`src/rtl/sys_bus_responder_if.sv`:
```
`default_nettype none
// ============================================================================
// Module   : sys_bus_responder_if
// Purpose  : sys read/write strobes plus the console TX byte stream.
// Revision : 1.0  initial release
// ============================================================================
interface sys_bus_responder_if;
  logic [31:0] sys_r_addr;
  logic        sys_r;
  logic [31:0] sys_r_line;
  logic [31:0] sys_w_addr;
  logic        sys_w;
  logic [31:0] sys_w_line;
  logic [7:0]  tx_data;
  logic        tx_valid;
  logic        tx_ready;

  modport slave (
    input  sys_r_addr, sys_r, sys_w_addr, sys_w, sys_w_line, tx_ready,
    output sys_r_line, tx_data, tx_valid
  );

  modport master (
    output sys_r_addr, sys_r, sys_w_addr, sys_w, sys_w_line, tx_ready,
    input  sys_r_line, tx_data, tx_valid
  );
endinterface
`default_nettype wire

```
`src/rtl/sys_bus_responder.sv`:
```
`default_nettype none
// ============================================================================
// Module   : sys_bus_responder
// Purpose  : sys-space register block: ID, scratch, cycle counter, timer, TX FIFO.
// Revision : 1.0  initial release
// ============================================================================
module sys_bus_responder #(
  parameter logic [31:0] BASE    = 32'h0000_0000,
  parameter int          FIFO_AW = 3
) (
  input  wire logic          clk,
  input  wire logic          rst,
  sys_bus_responder_if.slave bus,
  output logic               irq
);

  localparam logic [3:0] OFF_ID      = 4'd0;
  localparam logic [3:0] OFF_SCRATCH = 4'd1;
  localparam logic [3:0] OFF_CYCLE   = 4'd2;
  localparam logic [3:0] OFF_TCNT    = 4'd3;
  localparam logic [3:0] OFF_TRELOAD = 4'd4;
  localparam logic [3:0] OFF_TCTRL   = 4'd5;
  localparam logic [3:0] OFF_TSTAT   = 4'd6;
  localparam logic [3:0] OFF_TXDATA  = 4'd7;
  localparam logic [3:0] OFF_TXSTAT  = 4'd8;
  localparam logic [31:0] C_ID       = 32'hC0DE_0032;
  localparam logic [31:0] C_UNMAPPED = 32'hAAAA_AAAA;
  localparam int          DEPTH      = 1 << FIFO_AW;
  localparam logic [FIFO_AW:0]   LVL_FULL = {1'b1, {FIFO_AW{1'b0}}};
  localparam logic [FIFO_AW:0]   LVL_ONE  = (FIFO_AW+1)'(1);
  localparam logic [FIFO_AW-1:0] PTR_ONE  = (FIFO_AW)'(1);

  logic [31:0]        r_scratch, r_cycle, r_tmr_cnt, r_tmr_reload;
  logic               r_en, r_auto, r_ie, r_exp, r_ovf;
  logic [7:0]         r_mem [DEPTH];
  logic [FIFO_AW-1:0] r_wr_ptr, r_rd_ptr;
  logic [FIFO_AW:0]   r_level;

  logic        w_full, w_empty, w_pop, w_push_req, w_push, w_drop;
  logic        w_we, w_hw_exp, w_en_clr;
  logic [31:0] w_tx_stat, w_tmr_cnt_nxt;

  assign w_full    = (r_level == LVL_FULL);
  assign w_empty   = (r_level == '0);
  assign w_tx_stat = {21'b0, r_ovf, w_empty, w_full, 8'b0} | 32'(r_level);

  assign bus.tx_valid = !w_empty;
  assign bus.tx_data  = w_empty ? 8'h00 : r_mem[r_rd_ptr];
  assign irq          = r_exp & r_ie;

  // Read path is purely combinational on pre-edge state.
  always_comb begin
    bus.sys_r_line = '0;
    if (bus.sys_r) begin
      if (bus.sys_r_addr[31:4] != BASE[31:4]) begin
        bus.sys_r_line = C_UNMAPPED;
      end else begin
        case (bus.sys_r_addr[3:0])
          OFF_ID:      bus.sys_r_line = C_ID;
          OFF_SCRATCH: bus.sys_r_line = r_scratch;
          OFF_CYCLE:   bus.sys_r_line = r_cycle;
          OFF_TCNT:    bus.sys_r_line = r_tmr_cnt;
          OFF_TRELOAD: bus.sys_r_line = r_tmr_reload;
          OFF_TCTRL:   bus.sys_r_line = {29'b0, r_ie, r_auto, r_en};
          OFF_TSTAT:   bus.sys_r_line = {31'b0, r_exp};
          OFF_TXDATA:  bus.sys_r_line = '0;
          OFF_TXSTAT:  bus.sys_r_line = w_tx_stat;
          default:     bus.sys_r_line = C_UNMAPPED;
        endcase
      end
    end
  end

  assign w_we       = bus.sys_w && (bus.sys_w_addr[31:4] == BASE[31:4]);
  assign w_pop      = !w_empty && bus.tx_ready;
  assign w_push_req = w_we && (bus.sys_w_addr[3:0] == OFF_TXDATA);
  assign w_push     = w_push_req && (!w_full || w_pop);
  assign w_drop     = w_push_req && !w_push;

  always_comb begin
    w_tmr_cnt_nxt = r_tmr_cnt;
    w_hw_exp      = 1'b0;
    w_en_clr      = 1'b0;
    if (r_en) begin
      if (r_tmr_cnt != 32'd0) begin
        w_tmr_cnt_nxt = r_tmr_cnt - 32'd1;
      end else begin
        w_hw_exp = 1'b1;
        if (r_auto) w_tmr_cnt_nxt = r_tmr_reload;
        else        w_en_clr      = 1'b1;
      end
    end
  end

  always_ff @(posedge clk) begin
    if (!rst) begin
      r_scratch    <= '0;
      r_cycle      <= '0;
      r_tmr_cnt    <= '0;
      r_tmr_reload <= '0;
      r_en         <= 1'b0;
      r_auto       <= 1'b0;
      r_ie         <= 1'b0;
      r_exp        <= 1'b0;
      r_ovf        <= 1'b0;
      r_wr_ptr     <= '0;
      r_rd_ptr     <= '0;
      r_level      <= '0;
    end else begin
      r_cycle   <= r_cycle + 32'd1;
      r_tmr_cnt <= w_tmr_cnt_nxt;
      if (w_en_clr) r_en <= 1'b0;
      // Hardware set of a sticky flag overrides a same-cycle W1C.
      r_exp <= (r_exp & ~(w_we && bus.sys_w_addr[3:0] == OFF_TSTAT && bus.sys_w_line[0]))
               | w_hw_exp;
      r_ovf <= (r_ovf & ~(w_we && bus.sys_w_addr[3:0] == OFF_TXSTAT && bus.sys_w_line[10]))
               | w_drop;
      if (w_we) begin
        case (bus.sys_w_addr[3:0])
          OFF_SCRATCH: r_scratch    <= bus.sys_w_line;
          OFF_CYCLE:   r_cycle      <= bus.sys_w_line;
          OFF_TCNT:    r_tmr_cnt    <= bus.sys_w_line;
          OFF_TRELOAD: r_tmr_reload <= bus.sys_w_line;
          OFF_TCTRL:   {r_ie, r_auto, r_en} <= bus.sys_w_line[2:0];
          default: ;
        endcase
      end
      if (w_push) r_wr_ptr <= r_wr_ptr + PTR_ONE;
      if (w_pop)  r_rd_ptr <= r_rd_ptr + PTR_ONE;
      if (w_push && !w_pop)      r_level <= r_level + LVL_ONE;
      else if (!w_push && w_pop) r_level <= r_level - LVL_ONE;
    end
  end

  always_ff @(posedge clk) begin
    if (rst && w_push) r_mem[r_wr_ptr] <= bus.sys_w_line[7:0];
  end

endmodule
`default_nettype wire

```
`src/flat_wrapper.sv`:
```
// flat-port wrapper written by rule: the top's interface ports become plain ports
module sys_bus_responder_flat 
#(
  parameter logic [31:0] BASE    = 32'h0000_0000,
  parameter int          FIFO_AW = 3
)
  (clk, rst, irq, bus_sys_r_addr, bus_sys_r, bus_sys_w_addr, bus_sys_w, bus_sys_w_line, bus_tx_ready, bus_sys_r_line, bus_tx_data, bus_tx_valid);
  sys_bus_responder_if bus_i ();
  input  wire logic clk;
  input  wire logic rst;
  output logic irq;
  input wire logic [$bits(bus_i.sys_r_addr)-1:0] bus_sys_r_addr;
  input wire logic [$bits(bus_i.sys_r)-1:0] bus_sys_r;
  input wire logic [$bits(bus_i.sys_w_addr)-1:0] bus_sys_w_addr;
  input wire logic [$bits(bus_i.sys_w)-1:0] bus_sys_w;
  input wire logic [$bits(bus_i.sys_w_line)-1:0] bus_sys_w_line;
  input wire logic [$bits(bus_i.tx_ready)-1:0] bus_tx_ready;
  output wire logic [$bits(bus_i.sys_r_line)-1:0] bus_sys_r_line;
  output wire logic [$bits(bus_i.tx_data)-1:0] bus_tx_data;
  output wire logic [$bits(bus_i.tx_valid)-1:0] bus_tx_valid;
  assign bus_i.sys_r_addr = bus_sys_r_addr;
  assign bus_i.sys_r = bus_sys_r;
  assign bus_i.sys_w_addr = bus_sys_w_addr;
  assign bus_i.sys_w = bus_sys_w;
  assign bus_i.sys_w_line = bus_sys_w_line;
  assign bus_i.tx_ready = bus_tx_ready;
  assign bus_sys_r_line = bus_i.sys_r_line;
  assign bus_tx_data = bus_i.tx_data;
  assign bus_tx_valid = bus_i.tx_valid;
  sys_bus_responder #(.BASE(BASE), .FIFO_AW(FIFO_AW)) u_core (.clk(clk), .rst(rst), .bus(bus_i), .irq(irq));
endmodule
```
`config.mk`:
```
export PLATFORM = sky130hd
export DESIGN_NAME = sys_bus_responder_flat
export DESIGN_NICKNAME = d
export VERILOG_FILES = /design/src/rtl/sys_bus_responder_if.sv /design/src/rtl/sys_bus_responder.sv /design/src/flat_wrapper.sv
export SDC_FILE = /design/constraint.sdc
export NUM_CORES = 1
export LEC_CHECK = 0
export BUFFER_PORTS_ARGS = -buffer_cell sky130_fd_sc_hd__buf_2
export CORE_MARGIN = 2
export CORE_UTILIZATION = 47
export CTS_BUF_LIST = sky130_fd_sc_hd__clkbuf_16
export DETAILED_ROUTE_END_ITERATION = 12
export GPL_ROUTABILITY_DRIVEN = 0
export HOLD_SLACK_MARGIN = 0.02
export PLACE_DENSITY = 0.71
export SLEW_MARGIN = 20
export SYNTH_ARGS = -nofsm -noshare
export SYNTH_HDL_FRONTEND = slang
export SYNTH_SLANG_ARGS = --single-unit
```
`constraint.sdc`:
```
create_clock -name clk -period 5 [get_ports clk]
set_input_delay 1 -clock clk [delete_from_list [all_inputs] [get_ports clk]]
set_output_delay 1 -clock clk [all_outputs]
set_load 0.02 [all_outputs]
```
Yosys cells after proc, flatten, opt, wreduce, memory -nomap -nowiden
Memory sizes are Yosys's and may differ from the RTL's. A register that Yosys moved wholly into a read port is not among the register bits.
Cells that the tools add are included.
{ "word_totals": {"rom_bits": 0, "register_bits": 143, "mem_count": 1, "latch_bits": 0, "ram_bits": 64, "inputBits": 101} }
{ "memory_table": {"columns": ["name", "depth", "word_bits", "rd", "rd_ports_with_merged_regs", "wr", "line_no", "rtl"], "rows": [
  ["u_core.r_mem", 8, 8, 1, 1, 1, "sys_bus_responder.sv:35", "logic [7:0] r_mem [DEPTH];"]
]} }
{ "classes": {"muxes": 25, "n_eq_ne": 17, "n_div": 0, "magnitude_cmp": 0, "n_bitwise": 8, "reduce_logical": 26, "multipliers": 0, "shifts": 0, "n_addsub": 6} }
{ "op_table": {"columns": ["op", "n"], "rows": [
  ["$mux W32", 9],
  ["$pmux W32 S9", 1],
  ["$add A32 B1 Y32 const B", 1],
  ["$eq A4 B3 Y1 const B", 8],
  ["$reduce_bool A32 Y1", 1],
  ["$sub A32 B1 Y32 const B", 1],
  ["$logic_not A28 Y1", 1],
  ["$reduce_bool A28 Y1", 1],
  ["$eq A4 B2 Y1 const B", 4],
  ["$eq A4 B4 Y1 const B", 3],
  ["$logic_and A1 B1 Y1", 12],
  ["$or A11 B4 Y11", 1],
  ["$mux W1", 10],
  ["$eq A4 B1 Y1 const B", 2],
  ["$logic_not A4 Y1", 2],
  ["$mux W4", 2],
  ["$mux W8", 1],
  ["$add A3 B1 Y3 const B", 2],
  ["$mux W3", 2],
  ["$reduce_and A2 Y1", 3],
  ["$add A4 B1 Y4 const B", 1],
  ["$logic_not A1 Y1", 4],
  ["$sub A4 B1 Y4 const B", 1],
  ["$and A1 B1 Y1", 3],
  ["4 further kinds", 6]
]} }

Depth between registers and ports, before layout
Gate-level depths: netlist (run 1).
{ "logic_depth": {"ltp_word": 9, "ltp_mapped": 12, "depth_no_buf": 12} }

Worst setup path before layout (run 1)
No wires, ideal clock.
{ "synth_timing": {"path_type": "input -> output", "start": "input port bus_sys_r_addr[0]", "end": "output port bus_sys_r_line[11]", "arrival_time_ns": 2.809, "path_slack_ns": 1.191, "required_time_ns": 4.000, "path_stages": 5, "path_cell_list": "clkbuf_1 > nor4b_1 > clkbuf_1 > a222oi_1 > a31oi_1"} }
{ "synth_between": {"elab_chain_len": 4, "elab_cells_between_ends": 12, "classes_between": "eq/ne: 8; mux: 3; reduce/logical: 1"} }
{ "synth_rtl": {"columns": ["item", "line_no", "rtl"], "rows": [
  ["start, declared", "flat_wrapper.sv:12", "input wire logic [$bits(bus_i.sys_r_addr)-1:0] bus_sys_r_addr;"],
  ["$eq A4 B4 Y1 (tied with other cells)", "sys_bus_responder.sv:58", "case (bus.sys_r_addr[3:0])"],
  ["$pmux W32 S9 *", "sys_bus_responder.sv:58", null],
  ["$mux W32 *", "sys_bus_responder.sv:55", "if (bus.sys_r_addr[31:4] != BASE[31:4]) begin"],
  ["$mux W32 *", "sys_bus_responder.sv:54", "if (bus.sys_r) begin"],
  ["end, declared", "flat_wrapper.sv:18", "output wire logic [$bits(bus_i.sys_r_line)-1:0] bus_sys_r_line;"]
]} }
Mark *: on every way between the ends. The rest lies on a longest branch, timed or not.

Worst setup path in the final report (run 1)
{ "layout_timing": {"start": "input port bus_sys_r_addr[5]", "end": "output port bus_sys_r_line[2]"} }
{ "layout_between": {"elab_chain_len": 3} }
{ "layout_rtl": {"columns": ["item", "line_no"], "rows": [
  ["$reduce_bool A28 Y1", "sys_bus_responder.sv:55"],
  ["$mux W32", "sys_bus_responder.sv:55"],
  ["$mux W32", "sys_bus_responder.sv:54"]
]} }
Every way passes these cells.

==> results of run 1 <==
[layout by cell type (no fill, tap or decap), types with 19 or more instances in the layout]
cell,count
nor2_1,86
dfxtp_1,145
clkbuf_16,23
nor4_1,27
buf_2,142
a222oi_1,27
o21ai_1,24
a21oi_1,125
nand2_1,209
a31oi_1,34
o21ai_0,39
nand4_1,20
buf_4,27
xor2_1,19
a211oi_1,31
inv_1,26
nand3_1,28
edfxtp_1,64
nor3_1,29
[cell type report]
| cell class | count | area, sq um |
|---|---|---|
| clock buffer | 23 | 576 |
| timing repair buffer | 169 | 913 |
| tap | 285 | 357 |
| sequential | 210 | 4850 |
| multi-input combinational | 899 | 5560 |
| clock inverter | 19 | 173 |
| fill | 2047 | 10100 |
| inverter | 24 | 91.3 |
[cell usage after synthesis (8+ instances only)]
| cell type | n |
|---|---|
| nand2_1 | 209 |
| dfxtp_1 | 146 |
| a21oi_1 | 125 |
| nor2_1 | 86 |
| edfxtp_1 | 64 |
| clkbuf_1 | 62 |
| o21ai_0 | 39 |
| a31oi_1 | 34 |
| a211oi_1 | 31 |
| nor3_1 | 29 |
| nand3_1 | 28 |
| nor4_1 | 28 |
| a222oi_1 | 27 |
| o21ai_1 | 24 |
| inv_1 | 21 |
| nand4_1 | 20 |
| xor2_1 | 19 |
| mux2i_1 | 16 |
| mux4_2 | 16 |
| xnor2_1 | 16 |
| buf_2 | 14 |
| and3_1 | 13 |
| or3_1 | 9 |
| a22oi_1 | 8 |
| and2_1 | 8 |
| ha_1 | 8 |
| o31ai_1 | 8 |
[metrics by stage]
step                utilization, %  area (sq um)  total power, mW  cells
floorplan                        -         10800             2.09   1214
global placement              52.1         11800             2.28   1587
detailed placement            52.1         11800             2.28   1587
CTS                           55.4         12500             3.97   1629
global route                  55.4         12500             4.08   1629
finish                        55.4         12500             3.97   1629
[state kept, by name (all words and copies together), names as in the netlist, 3 cells and up, named ones only]
name                 flops
u_core.r_rd_ptr          3
u_core.r_mem            64
u_core.r_cycle          32
u_core.r_tmr_reload     32
u_core.r_level           4
u_core.r_scratch        32
u_core.r_tmr_cnt        32
u_core.r_wr_ptr          3
[routing by layer]
| metal | part of all wire, % | wire length (um) | global-route usage (%) |
|---|---|---|---|
| met5 | 0 | 0 | 0 |
| met4 | 4.4 | 1580 | 13.5 |
| met3 | 8.9 | 3210 | 5.35 |
| met2 | 45 | 16100 | 45.4 |
| met1 | 42 | 15000 | 39.5 |
[power groups by stage]
stage          registers (mW)  clock network [mW]  logic, mW
3_5_place_dp             1.84                   0      0.441
3_3_place_gp             1.84                   0      0.436
6_report                 1.80                1.72      0.444
4_1_cts                  1.81                1.72      0.443
2_1_floorplan            1.82                   0      0.271
5_1_grt                  1.81                1.79      0.477
[worst paths after layout]
| path | depth (start not counted) | slack (ns) | start | end |
|---|---|---|---|---|
| hold reg to reg | 2 | 0.45 | u_core.r_scratch[18]$_SDFFE_PN0P_ | u_core.r_scratch[18]$_SDFFE_PN0P_ |
| hold / removal | 2 | 0.45 | u_core.r_scratch[18]$_SDFFE_PN0P_ | u_core.r_scratch[18]$_SDFFE_PN0P_ |
| setup / recovery | 8 | 0.79 | bus_sys_r_addr[5] | bus_sys_r_line[2] |
| setup reg to reg | 11 | 2.22 | u_core.r_level[0]$_SDFFE_PN0P_ | u_core.r_level[3]$_SDFFE_PN0P_ |
[cells by family (layout without fill, tap and decap cells)]
logic type      Yosys count  in the layout
xor+xnor                 35             35
mux                      34             34
compound gates          333            333
flops                   210            210
simple gates            488            488
fa+ha+maj                 9              9
buf+inv                 105            235
[critical path, stage by stage]
cell and delay (ns):
buf_2 0.10, nor4_1 0.26, nand2_1 0.08, or3_1 0.51
a21oi_2 0.18, nand2_1 0.47, a21oi_1 0.38, buf_2 0.22
==> implementation parameters, run 1 <==
Parameter                              Value

Placement
  Total half-perimeter wirelength after legalization and detailed placement ... 24500 um
  Pre-CTS worst setup slack ... 0.694 ns
  Input/output buffers ... 142

Clock network
  Number of buffers on the longest clock path ... 3
  TritonCTS clock tree ... built
  Clock Latency Late Sink ... 0.54 ns
  Total CTS buffers ... 23
  Number of buffers inserted by post-CTS setup repair ... 0
  # clock sinks ... 210
  Cell at the root of the clock tree ... clkbuf_16
  Resize count post-CTS ... 0
  CTS hold repair buffers ... 0
  Clock-pin transition on the worst setup and hold timing paths ... 0.06 ns
  H-tree levels ... 1

Die
  Site Rows ... 55
  Vertical die dimension ... 155 um
  I/O pins ... 143
  Starting density of the core ... 47.8%
  Floorplan die width ... 155 um
  Full die area ... 0.0242 sq mm
  Area of the core ... 0.0226 sq mm

Setup path
  Crit path arrival time ... 3.21 ns
  Highest fanout seen on the critical path ... 16
  Startpoint type of the worst setup path ... primary input
  Critical path type ... in2out
  Worst endpoint required time ... 4.00 ns
  Type of destination of the critical path ... output port

Detailed routing
  Count of vias placed by the detailed router ... 10400
  Vias/cell ... 6.39
  Drt first-iter violations ... 1509
  WL/cell ... 22.0 um
  Sum of routed wire length over all layers ... 35900 um
  DRC ... 0
  Post-detailed-route count of antenna-violating nets ... 0
  Number of search-and-repair iterations in the first detailed-routing pass ... 9

Timing
  Final Hold Viols ... 0
  Worst-margin pin slew ... 1.07 ns
  Endpoints failing setup ... 0
  Max-slew violations ... 0
  Clock skew ... 0.0112 ns
  Sum of negative setup slack ... 0 ns
  Fmax ... 237 MHz
  Tmin final ... 4.21 ns
  Worst setup margin ... 0.788 ns
  Post-route clock period utilization ... 84.2%
  Relative slew slack ... 28.3%
  RSZ-0062 raised after global routing ... false
  Hold Worst Slack ... 0.452 ns

Power
  Fraction of power consumed by sequential logic ... 45.5%
  Internal cell power ... 2.93 mW
  Max IR drop VDD ... 203 uV
  Switching part of the total power ... 26.1%
  NetSw ... 1.04 mW
  Static leakage ... 4.27 nW
  Fraction of power consumed by the clock network ... 43.3%
  Total power density per cell area ... 317 mW/mm^2
  Portion of total power attributed to combinational logic ... 11.2%

Synth
  Fraction of the yosys area taken by sequential cells ... 44.9%
  Total standard cell area after synthesis ... 0.0108 sq mm
  Simple logic cell fraction of the synthesized area ... 22.5%
  Post-Synth XOR/XNOR Area ... 2.84%
  Fraction of synthesized area in multiplexers ... 5.04%
  Most used flip-flop cell after synthesis ... dfxtp_1
  Adder-Cell Fraction of Synth Area ... 1.11%
  Yosys reg bits ... 210
  Number of distinct library cell variants in the gate-level netlist after synthesis ... 77
  Biggest area consumer among synthesized cells ... dfxtp_1
  Cells after synthesis ... 1214
  Area fraction of the dominant cell type after synthesis ... 27.1%
  Combinational family with the most area after synthesis ... simple AND/OR/NAND/NOR gates
  Number of enable flip-flop cells after synthesis ... 64
  Fraction of registers with async set/reset ... 0%
  Per-instance average area after synthesis ... 8.88 sq um
  Syn nets ... 1324
  Complex-gate fraction of the synthesized area ... 19.7%
  Yosys synthesis warning count ... 0
  Top cells by area, synth ... dfxtp_1, edfxtp_1, nand2_1

Final layout
  Syn-to-layout area delta ... 16.1%
  Net count of the finished layout ... 1437
  Antenna Cells ... 0
  Proportion of layout cells with a drive suffix above 1 ... 18.7%

Min path
  Worst min-delay path class ... reg2reg

GRT
  Global-route total usage across every layer ... 29.1%
  Pin count of the biggest net entering global routing ... 66
  Via count of the first global-routing pass ... 9840
  Global-route wire length before repair ... 55500 um
  Initial antenna violation count ... 0
  Global route total overflow ... 0

Run
  Max-capacitance violation count ... 0

Status
  Result of the run ... complete, no violations
No activity file was read; power rests on OpenSTA's default activity.
==> run 2, diff against run 1 <==
clock period = 4.2 ns   (was 5 ns; I/O delays follow)
==> run 2 against run 1 <==
  * Wire length is 0.92% lower
  * Register-to-register slack got worse by 0.84 ns
  * First-iteration DRC count fell by 3.6%
  * Critical path depth down 1
  * Sequential power is 18% higher
  * Setup slack lost 0.22 ns
  * Clock power increased by 9%
  * Sequential share of layout area about the same
  * Global-route usage decreased by 0.090 points
  * Cell area did not move
  * Clock skew decreased by 0.0013 ns
==> implementation parameters, run 2 (synthesized netlist as in run 1, its figures left out) <==
Parameter                              Value

Status
  Result of the run ... complete, no violations (unchanged)

Timing
  Worst-margin pin slew ... 1.06 ns (was 1.07 ns)
  Tmin final ... 3.64 ns
  Final Hold Viols ... 0 (unchanged)
  Post-route clock period utilization ... 86.6%
  Relative slew slack ... 29.1% (was 28.3%)
  Sum of negative setup slack ... 0 ns (unchanged)
  Max-slew violations ... 0 (unchanged)
  Clock skew ... 0.00994 ns (was 0.0112 ns)
  Endpoints failing setup ... 0 (unchanged)
  Fmax ... 275 MHz
  RSZ-0062 raised after global routing ... false (unchanged)

Power
  NetSw ... 1.20 mW (was 1.04 mW)
  Static leakage ... 4.29 nW (was 4.27 nW)
  Internal cell power ... 3.37 mW (was 2.93 mW)
  Max IR drop VDD ... 247 uV (was 203 uV)
  Fraction of power consumed by the clock network ... 41.2% (was 43.3%)
  Switching part of the total power ... 26.3% (was 26.1%)
  Total power density per cell area ... 365 mW/mm^2 (was 317 mW/mm^2)
  Portion of total power attributed to combinational logic ... 12.2% (was 11.2%)
  Fraction of power consumed by sequential logic ... 46.6% (was 45.5%)

Clock network
  Number of buffers on the longest clock path ... 3 (unchanged)
  Clock Latency Late Sink ... 0.52 ns (was 0.54 ns)
  Resize count post-CTS ... 0 (unchanged)
  # clock sinks ... 210 (unchanged)
  Total CTS buffers ... 23 (unchanged)
  Clock-pin transition on the worst setup and hold timing paths ... 0.06 ns (about the same)
  H-tree levels ... 1 (unchanged)
  CTS hold repair buffers ... 0 (unchanged)
  Number of buffers inserted by post-CTS setup repair ... 0 (unchanged)
  Cell at the root of the clock tree ... clkbuf_16 (unchanged)
  TritonCTS clock tree ... built (unchanged)

Final layout
  Fillcell total ... 2050 (was 2047)
  Storage element area ... 0.00484 sq mm (was 0.00485 sq mm)
  Multi-input combinational cell area ... 0.00555 sq mm (was 0.00556 sq mm)
  Finished Cell Area ... 0.0125 sq mm (unchanged)
  Syn-to-layout area delta ... 16.1% (unchanged)
  Most frequent standard cell in the layout excluding fill and tap cells ... nand2_1 (unchanged)
  Most flops, register ... u_core.r_mem (unchanged)
  Antenna Cells ... 0 (unchanged)
  Highest-count cells in the layout ignoring fill and taps ... nand2_1, dfxtp_1, buf_2, a21oi_1, nor2_1 (unchanged)
  Flip-flop count of the largest register after layout ... 64 (unchanged)
  Proportion of layout cells with a drive suffix above 1 ... 19.0% (was 18.7%)
  Net count of the finished layout ... 1445 (was 1437)

Setup path
  Worst setup slack for register-to-register paths ... 1.38 ns (was 2.22 ns)
  Dominant cell type by count on the critical path ... buf_2
  Max incr delay on CP ... 0.39 ns (was 0.51 ns)
  Startpoint type of the worst setup path ... primary input (unchanged)
  Type of destination of the critical path ... output port (unchanged)
  Worst endpoint required time ... 3.36 ns (was 4.00 ns)
  Critical path type ... in2out (unchanged)
  Highest fanout seen on the critical path ... 19 (was 16)
  Crit path arrival time ... 2.80 ns (was 3.21 ns)
  Worst-path cell with the longest stage delay ... buf_2 (was or3_1)
  Cells along the critical path ... buf_2 > inv_1 > nor4_4 > buf_4 > a222oi_1 > a31oi_1 > buf_2 (was buf_2 > nor4_1 > nand2_1 > or3_1 > a21oi_2 > nand2_1 > a21oi_1 > buf_2)

Detailed routing
  Count of vias placed by the detailed router ... 10400 (about the same)
  Drt first-iter violations ... 1455 (was 1509)
  WL/cell ... 21.7 um (was 22.0 um)
  Sum of routed wire length over all layers ... 35500 um (was 35900 um)
  Vias/cell ... 6.35 (was 6.39)
  Post-detailed-route count of antenna-violating nets ... 0 (unchanged)
  Number of search-and-repair iterations in the first detailed-routing pass ... 6 (was 9)
  DRC ... 0 (unchanged)

Die
  Area of the core ... 0.0226 sq mm (unchanged)
  Floorplan die width ... 155 um (unchanged)
  I/O pins ... 143 (unchanged)
  Vertical die dimension ... 155 um (unchanged)
  Site Rows ... 55 (unchanged)
  Full die area ... 0.0242 sq mm (unchanged)
  Starting density of the core ... 47.8% (unchanged)

GRT
  Global-route total usage across every layer ... 29.0% (was 29.1%)
  Pin count of the biggest net entering global routing ... 64 (was 66)
  Global route total overflow ... 0 (unchanged)
  Initial antenna violation count ... 0 (unchanged)
  Via count of the first global-routing pass ... 9979 (was 9840)
  Global-route wire length before repair ... 55200 um (was 55500 um)

Run
  Max-capacitance violation count ... 0 (unchanged)

Min path
  Worst min-delay path class ... reg2reg (unchanged)

Placement
  Post-placement cell area ... 0.0118 sq mm (about the same)
  Input/output buffers ... 142 (unchanged)
  Total half-perimeter wirelength after legalization and detailed placement ... 24500 um (about the same)
[run 2: cell types whose count changed in the layout (fill, tap and decap cells not counted), moves of 2 or more]
cell | previous run | this run
buf_4 | 27 | 34
bufinv_16 | 3 | 1
clkinv_1 | 8 | 4
inv_1 | 26 | 28
[run 2: area by class of cell]
class	count	area share (%)
Clock buffer	23	4.60
Clock inverter	17	0.920
Inverter	24	0.730
Multi-Input combinational cell	899	44.3
Sequential cell	210	38.7
Tap cell	285	2.85
Timing Repair Buffer	177	7.88
[run 2: critical path: cells and delay by family]
kind                   cells  cell delay, ns
AOI/OAI and AO/OA          2            0.52
buffers and inverters      4            1.21
and+or+nand+nor            1            0.21
[run 2: metal layers]
layer / vias up / track usage [%] / part of all wire (%)
met5: - / 0 / 0
met4: 0 / 12.2 / 4.0
met3: 106 / 4.87 / 10
met2: 621 / 46.6 / 46
met1: 4881 / 39.0 / 40
li1: 4780 / - / -
[run 2: per-stage QoR]
| step | cells | hold slack (ns) | util (%) | power (mW) | setup slack, ns |
|---|---|---|---|---|---|
| 2_1_floorplan | 1214 | 0.427 | - | 2.49 | 0.711 |
| 3_3_place_gp | 1595 | 0.436 | 52.4 | 2.72 | 0.313 |
| 3_5_place_dp | 1595 | 0.443 | 52.4 | 2.72 | 0.200 |
| 4_1_cts | 1635 | 0.451 | 55.4 | 4.58 | 0.632 |
| 5_1_grt | 1635 | 0.467 | 55.4 | 4.71 | 0.417 |
| 6_report | 1635 | 0.454 | 55.4 | 4.57 | 0.565 |
[run 2: path summary, 6_finish.rpt]
path,from,to,depth (start not counted)
setup reg to reg,u_core.r_tmr_cnt[27]$_SDFF_PN0_,u_core.r_tmr_cnt[25]$_SDFF_PN0_,6
setup / recovery,bus_sys_r_addr[2],bus_sys_r_line[5],7
hold / removal,u_core.r_scratch[10]$_SDFFE_PN0P_,u_core.r_scratch[10]$_SDFFE_PN0P_,2
hold reg to reg,u_core.r_scratch[10]$_SDFFE_PN0P_,u_core.r_scratch[10]$_SDFFE_PN0P_,2
[run 2: power groups by stage]
stage	registers (mW)	clock network (mW)	logic, mW
4_1_cts	2.13	1.89	0.556
3_3_place_gp	2.17	0	0.545
6_report	2.13	1.88	0.556
3_5_place_dp	2.17	0	0.552
5_1_grt	2.13	1.98	0.603
2_1_floorplan	2.16	0	0.323
